### src/rtl/hazard_branch_ctrl_pkg.sv
// Shared encodings for the pipeline hazard/branch controller: forwarding selects,
// branch funct3 codes and sequencing states.
package hazard_branch_ctrl_pkg;

  localparam logic [1:0] FWD_REG = 2'b00;
  localparam logic [1:0] FWD_MEM = 2'b10;
  localparam logic [1:0] FWD_WB  = 2'b01;

  localparam logic [2:0] F3_BEQ = 3'b000;
  localparam logic [2:0] F3_BNE = 3'b001;

  // Flush timer only needs to hold FLUSH_CYCLES-1, at most 3.
  localparam int TMR_W = 2;

  typedef enum logic {
    ST_RUN   = 1'b0,
    ST_FLUSH = 1'b1
  } state_t;

endpackage

### src/rtl/hazard_branch_ctrl_forward_unit.sv
// ALU operand forwarding for both EX-stage sources; EX/MEM result beats MEM/WB,
// and x0 is never forwarded.
module hazard_branch_ctrl_forward_unit
  import hazard_branch_ctrl_pkg::*;
#(
  parameter int REG_W = 5
) (
  input  logic [REG_W-1:0] src_a,
  input  logic [REG_W-1:0] src_b,
  input  logic [REG_W-1:0] mem_rd,
  input  logic             mem_reg_write,
  input  logic [REG_W-1:0] wb_rd,
  input  logic             wb_reg_write,
  output logic [1:0]       fwd_a,
  output logic [1:0]       fwd_b
);

  function automatic logic [1:0] fwd_sel(input logic [REG_W-1:0] src,
                                         input logic [REG_W-1:0] m_rd,
                                         input logic             m_we,
                                         input logic [REG_W-1:0] w_rd,
                                         input logic             w_we);
    logic [1:0] sel;
    sel = FWD_REG;
    if (m_we && (m_rd != '0) && (m_rd == src)) begin
      sel = FWD_MEM;
    end else if (w_we && (w_rd != '0) && (w_rd == src)) begin
      sel = FWD_WB;
    end
    return sel;
  endfunction

  always_comb begin
    fwd_a = fwd_sel(src_a, mem_rd, mem_reg_write, wb_rd, wb_reg_write);
    fwd_b = fwd_sel(src_b, mem_rd, mem_reg_write, wb_rd, wb_reg_write);
  end

endmodule

### src/rtl/hazard_branch_ctrl.sv
// Pipeline sequencing controller: EX branch redirect, load-use bubble, forwarding,
// external freeze and stall/flush performance counters.
//
//   state    | meaning
//   ST_RUN   | normal issue; redirects, bubbles and freezes resolved per cycle
//   ST_FLUSH | IF/ID held flushed while fetch drains after a redirect
module hazard_branch_ctrl
  import hazard_branch_ctrl_pkg::*;
#(
  parameter int REG_W        = 5,
  parameter int FLUSH_CYCLES = 1,
  parameter int CNT_W        = 32
) (
  input  logic             clk,
  input  logic             reset,
  input  logic             ext_stall,
  input  logic [REG_W-1:0] id_rs1,
  input  logic [REG_W-1:0] id_rs2,
  input  logic [REG_W-1:0] ex_rs1,
  input  logic [REG_W-1:0] ex_rs2,
  input  logic [REG_W-1:0] ex_rd,
  input  logic             ex_mem_read,
  input  logic             ex_branch,
  input  logic [2:0]       ex_funct3,
  input  logic             ex_alu_zero,
  input  logic [REG_W-1:0] mem_rd,
  input  logic             mem_reg_write,
  input  logic [REG_W-1:0] wb_rd,
  input  logic             wb_reg_write,
  output logic             pc_write,
  output logic             pc_sel,
  output logic             if_id_write,
  output logic             if_id_flush,
  output logic             id_ex_flush,
  output logic [1:0]       fwd_a,
  output logic [1:0]       fwd_b,
  output logic [CNT_W-1:0] stall_cnt,
  output logic [CNT_W-1:0] flush_cnt
);

  state_t             state_q, state_d;
  logic [TMR_W-1:0]   timer_q, timer_d;
  logic [CNT_W-1:0]   stall_cnt_q, stall_cnt_d;
  logic [CNT_W-1:0]   flush_cnt_q, flush_cnt_d;
  logic [1:0]         fwd_a_raw, fwd_b_raw;
  logic               taken, load_use;

  hazard_branch_ctrl_forward_unit #(.REG_W(REG_W)) u_fwd (
    .src_a         (ex_rs1),
    .src_b         (ex_rs2),
    .mem_rd        (mem_rd),
    .mem_reg_write (mem_reg_write),
    .wb_rd         (wb_rd),
    .wb_reg_write  (wb_reg_write),
    .fwd_a         (fwd_a_raw),
    .fwd_b         (fwd_b_raw)
  );

  assign taken = ex_branch && (((ex_funct3 == F3_BEQ) && ex_alu_zero) ||
                               ((ex_funct3 == F3_BNE) && !ex_alu_zero));
  assign load_use = ex_mem_read && (ex_rd != '0) &&
                    ((ex_rd == id_rs1) || (ex_rd == id_rs2));

  always_comb begin
    state_d     = state_q;
    timer_d     = timer_q;
    stall_cnt_d = stall_cnt_q;
    flush_cnt_d = flush_cnt_q;
    pc_write    = 1'b1;
    pc_sel      = 1'b0;
    if_id_write = 1'b1;
    if_id_flush = 1'b0;
    id_ex_flush = 1'b0;
    fwd_a       = fwd_a_raw;
    fwd_b       = fwd_b_raw;

    if (reset) begin
      fwd_a = FWD_REG;
      fwd_b = FWD_REG;
    end else begin
      unique case (state_q)
        ST_RUN: begin
          if (ext_stall) begin
            pc_write    = 1'b0;
            if_id_write = 1'b0;
          end else if (taken) begin
            pc_sel      = 1'b1;
            if_id_flush = 1'b1;
            id_ex_flush = 1'b1;
            flush_cnt_d = flush_cnt_q + CNT_W'(1);
            if (FLUSH_CYCLES > 1) begin
              timer_d = TMR_W'(FLUSH_CYCLES - 1);
              state_d = ST_FLUSH;
            end
          end else if (load_use) begin
            pc_write    = 1'b0;
            if_id_write = 1'b0;
            id_ex_flush = 1'b1;
            stall_cnt_d = stall_cnt_q + CNT_W'(1);
          end
        end
        ST_FLUSH: begin
          // Shadow instructions: branches and load-use in this window are discarded.
          if_id_flush = 1'b1;
          if (ext_stall) begin
            pc_write    = 1'b0;
            if_id_write = 1'b0;
          end else begin
            timer_d = timer_q - TMR_W'(1);
            if (timer_q == TMR_W'(1)) begin
              state_d = ST_RUN;
            end
          end
        end
        default: state_d = ST_RUN;
      endcase
    end
  end

  always_ff @(posedge clk or posedge reset) begin
    if (reset) begin
      state_q     <= ST_RUN;
      timer_q     <= '0;
      stall_cnt_q <= '0;
      flush_cnt_q <= '0;
    end else begin
      state_q     <= state_d;
      timer_q     <= timer_d;
      stall_cnt_q <= stall_cnt_d;
      flush_cnt_q <= flush_cnt_d;
    end
  end

  assign stall_cnt = stall_cnt_q;
  assign flush_cnt = flush_cnt_q;

endmodule
### config.mk
export PLATFORM = sky130hd
export DESIGN_NAME = hazard_branch_ctrl
export DESIGN_NICKNAME = d
export VERILOG_FILES = /design/src/rtl/hazard_branch_ctrl_pkg.sv /design/src/rtl/hazard_branch_ctrl_forward_unit.sv /design/src/rtl/hazard_branch_ctrl.sv
export SDC_FILE = /design/constraint.sdc
export NUM_CORES = 1
export LEC_CHECK = 0
export CAP_MARGIN = 20
export CELL_PAD_IN_SITES_DETAIL_PLACEMENT = 0
export CELL_PAD_IN_SITES_GLOBAL_PLACEMENT = 1
export CORE_MARGIN = 4
export CORE_UTILIZATION = 37
export DETAILED_ROUTE_END_ITERATION = 8
export MAX_ROUTING_LAYER = met4
export PLACE_DENSITY_LB_ADDON = 0.1
export SETUP_SLACK_MARGIN = 0.3
export SKIP_CTS_REPAIR_TIMING = 1
export SLEW_MARGIN = 10
export SYNTH_ARGS = -nofsm -noshare
export SYNTH_HDL_FRONTEND = slang
export SYNTH_SLANG_ARGS = --single-unit
### constraint.sdc
create_clock -name clk -period 5.42 [get_ports clk]
set_clock_uncertainty 0.05 [all_clocks]
set_input_delay 1.084 -clock clk [delete_from_list [all_inputs] [get_ports clk]]
set_output_delay 1.084 -clock clk [all_outputs]
set_load 0.03 [all_outputs]
==> impl_metrics.env <==
export IMPL_outcome="finished, final reports clean"
export IMPL_antenna_found_initial=0
export IMPL_synth_cell_area_um2=3520
export IMPL_routability_congestion=0.803
export IMPL_grt_max_degree=58
export IMPL_number_of_global_route_vias_before_repair=2952
export IMPL_report_power_total_w=0.00116
export IMPL_maxCapViolCount=0
export IMPL_drt_pass1_iter_count=5
export IMPL_asyncSetResetFlopFracSynth=1.00
export IMPL_grt_overflow_total=0
export IMPL_worstPathRequired_ps=4290
export IMPL_synth_cells_most_frequent="sky130_fd_sc_hd__dfrtp_1, sky130_fd_sc_hd__xnor2_1, sky130_fd_sc_hd__xor2_1, sky130_fd_sc_hd__nand2_1, sky130_fd_sc_hd__nand3_1"
export IMPL_cts_sinks=67
export IMPL_place_inst=580
export IMPL_die_h_um=105
export IMPL_netlist_cell_type_count=37
export IMPL_postSynthNetCount=386
export IMPL_clkSlewWorstSetupHoldPaths_ps=70
export IMPL_finalWorstSetupSlack_ps=860
export IMPL_rsz_0062_raised_after_global_routing="no"
export IMPL_worst_r2r_cell_count=6
export IMPL_power_per_cell_area_nw_per_um2=228
export IMPL_slew_headroom=0.526
export IMPL_critical_path_endpoint="if_id_write"
export IMPL_reg2reg_slack_ps=3170
export IMPL_postSynthRegisterBits=67
export IMPL_drt_drc_violations_left=0
export IMPL_hpwl_mm=6.42
export IMPL_post_synth_top_count_cell="sky130_fd_sc_hd__dfrtp_1"
export IMPL_period_share=0.841
export IMPL_core_area_um2=9240
export IMPL_design_die_area_um2=11100
export IMPL_synth_area_top_cells="sky130_fd_sc_hd__dfrtp_1, sky130_fd_sc_hd__xnor2_1, sky130_fd_sc_hd__xor2_1"
export IMPL_synth_area_mux_share=0.00961
export IMPL_clock_tree_htree_level_count=3
export IMPL_synth_edf_count=0
export IMPL_tightestPinTransition_ps=712
export IMPL_post_synth_fa_ha_maj_area_fraction=0.0107
export IMPL_ios=119
export IMPL_fraction_of_final_layout_cells_with_drive_strength_greater_than_1=0.0664
export IMPL_initial_utilization=0.381
export IMPL_report_final_hold_viol_count=0
export IMPL_post_synth_inst_count=337
export IMPL_numCtsBuffers=9
export IMPL_place_worst_setup_slack_ps=842
export IMPL_finish_net_count=511
export IMPL_crit_type="in -> out"
export IMPL_final_min_clock_period_ps=4560
export IMPL_maximum_resistive_drop_on_vdd_uv=148
export IMPL_post_synthesis_xor_xnor_area_fraction=0.234
export IMPL_cts_root_buffer="sky130_fd_sc_hd__clkbuf_8"
export IMPL_synthDominantCellAreaShare=0.477
export IMPL_route_antenna_remaining_nets=0
export IMPL_synth_simple_gate_area_frac=0.239
export IMPL_clk_latency_ps=340
export IMPL_die_width_um=105
export IMPL_synthDominantAreaCellType="sky130_fd_sc_hd__dfrtp_1"
export IMPL_finalMaxSlewViolations=0
export IMPL_final_cell_count_no_fill=596
export IMPL_setup_viol=0
export IMPL_dr_first_iter_drc_count=50
export IMPL_row_count=35
export IMPL_global_route_wire_length_before_repair_mm=14.3
export IMPL_clockBufferDepth=2
export IMPL_count_of_synthesis_stage_warnings_from_yosys=0
export IMPL_max_freq_mhz=219
export IMPL_crit_path_start="ex_rd[1]"
export IMPL_num_antenna_cells=0
export IMPL_worst_path_max_fanout=4
export IMPL_worstReg2RegStart="flush_cnt[3]"
export IMPL_worstSetupEndpointType="primary output"
export IMPL_ys_seq_area_frac=0.477
export IMPL_yosys_most_used_dff="sky130_fd_sc_hd__dfrtp_1"
export IMPL_postRouteWirelength_mm=8.29
export IMPL_viasPerCell=4.89
export IMPL_track_usage=0.160
export IMPL_main_combinational_cell_family_by_area_after_synthesis="simple AND/OR/NAND/NOR gates"
export IMPL_area_growth_synth_to_final_pct=44.2
export IMPL_holdCritPathClass="reg -> reg"
export IMPL_power_static_leakage_nw=2.16
export IMPL_port_buffers=118
export IMPL_timing_critical_path_from_type="input pin"
export IMPL_post_synth_cell_area_avg_um2=10.4
export IMPL_crit_reg2reg_capture="flush_cnt[29]"
export IMPL_synth_compound_gate_area_share=0.0132
export IMPL_tritoncts="done"
export IMPL_nFillCells=861
export IMPL_detail_route_wl_per_cell_um=13.9
export IMPL_vias=2914
export IMPL_critical_path_arrival_ps=3430
export IMPL_final_setup_tns_ps=0
## critical path, stage by stage
cell                              delay (ps)
sky130_fd_sc_hd__clkdlybuf4s50_1         460
sky130_fd_sc_hd__or4_1                   540
sky130_fd_sc_hd__o21a_1                  220
sky130_fd_sc_hd__nand2_1                 100
sky130_fd_sc_hd__nor3b_1                  60
sky130_fd_sc_hd__o21ai_0                 230
sky130_fd_sc_hd__clkdlybuf4s50_1         730
## through the flow
step / hold slack (ps) / area, µm² / util
3_5_place_dp: 415 / 4850 / 0.524
4_1_cts: 425 / 5070 / 0.549
2_1_floorplan: 403 / 3520 / -
5_1_grt: 433 / 5070 / 0.549
3_3_place_gp: 412 / 4850 / 0.524
6_report: 420 / 5070 / 0.549
## metal layers
metal  track usage  part of all wire  up-vias
met1         0.198              0.45     1397
li1              -                 -     1421
met5             -                 0        -
met3        0.0551             0.064       10
met2         0.249              0.48       86
met4        0.0463             0.011        0
## state kept, by name, indices dropped and copies added (netlist names)
name	flops
flush_cnt	32
state_q	1
stall_cnt	32
timer_q	2
## cell type report
type,count,area (µm²),share of cell area
Multi-Input combinational cell,256,1780,0.351
Sequential cell,67,1680,0.331
Timing Repair Buffer,120,1200,0.236
Tap cell,129,161,0.0318
Clock buffer,10,138,0.0271
Clock inverter,6,87.6,0.0173
Inverter,8,30.0,0.00592
## how the worst min path moves through the flow
stage	end	depth (start not counted)	from
after floorplan	timer_q[0]	1	timer_q[0]
after global placement	stall_cnt[31]	1	stall_cnt[31]
after detailed placement	stall_cnt[31]	1	stall_cnt[31]
after CTS	stall_cnt[31]	1	stall_cnt[31]
after global routing	stall_cnt[31]	1	stall_cnt[31]
final	stall_cnt[31]	1	stall_cnt[31]
## report_power, final
group	total (W)	internal, W	switching, W
combinational	0.000161	0.0000801	0.0000809
clock	0.000468	0.000272	0.000195
sequential	0.000527	0.000511	0.0000155
total	0.00116	0.000864	0.000292
## cells in the final DEF (no fill, tap or decap), types with 2 or more instances in the layout
cell / instances
sky130_fd_sc_hd__clkdlybuf4s50_1: 118
sky130_fd_sc_hd__dfrtp_1: 67
sky130_fd_sc_hd__xnor2_1: 63
sky130_fd_sc_hd__xor2_1: 31
sky130_fd_sc_hd__nand2_1: 26
sky130_fd_sc_hd__nand3_1: 24
sky130_fd_sc_hd__nand4_1: 18
sky130_fd_sc_hd__nor2_1: 17
sky130_fd_sc_hd__nor3_1: 12
sky130_fd_sc_hd__and3_1: 12
sky130_fd_sc_hd__clkbuf_8: 10
sky130_fd_sc_hd__nor4_1: 8
sky130_fd_sc_hd__and4_1: 7
sky130_fd_sc_hd__inv_1: 7
sky130_fd_sc_hd__and2_1: 6
sky130_fd_sc_hd__or3_1: 3
sky130_fd_sc_hd__or4_1: 3
sky130_fd_sc_hd__mux2_2: 3
sky130_fd_sc_hd__or2_2: 3
sky130_fd_sc_hd__ha_1: 3
sky130_fd_sc_hd__o21ai_0: 2
sky130_fd_sc_hd__bufinv_16: 2
sky130_fd_sc_hd__clkinv_2: 2
sky130_fd_sc_hd__buf_4: 2
## kinds of logic (layout without fill, tap and decap cells)
group                      Yosys count  after routing
buffers and inverters               14            144
xor gates and xnor gates            94             94
muxes                                3              3
adders and majority gates            3              3
DFF                                 67             67
and+or+nand+nor                    149            149
AOI/OAI and AO/OA                    7              7
Power figures use the tool's default switching activity.
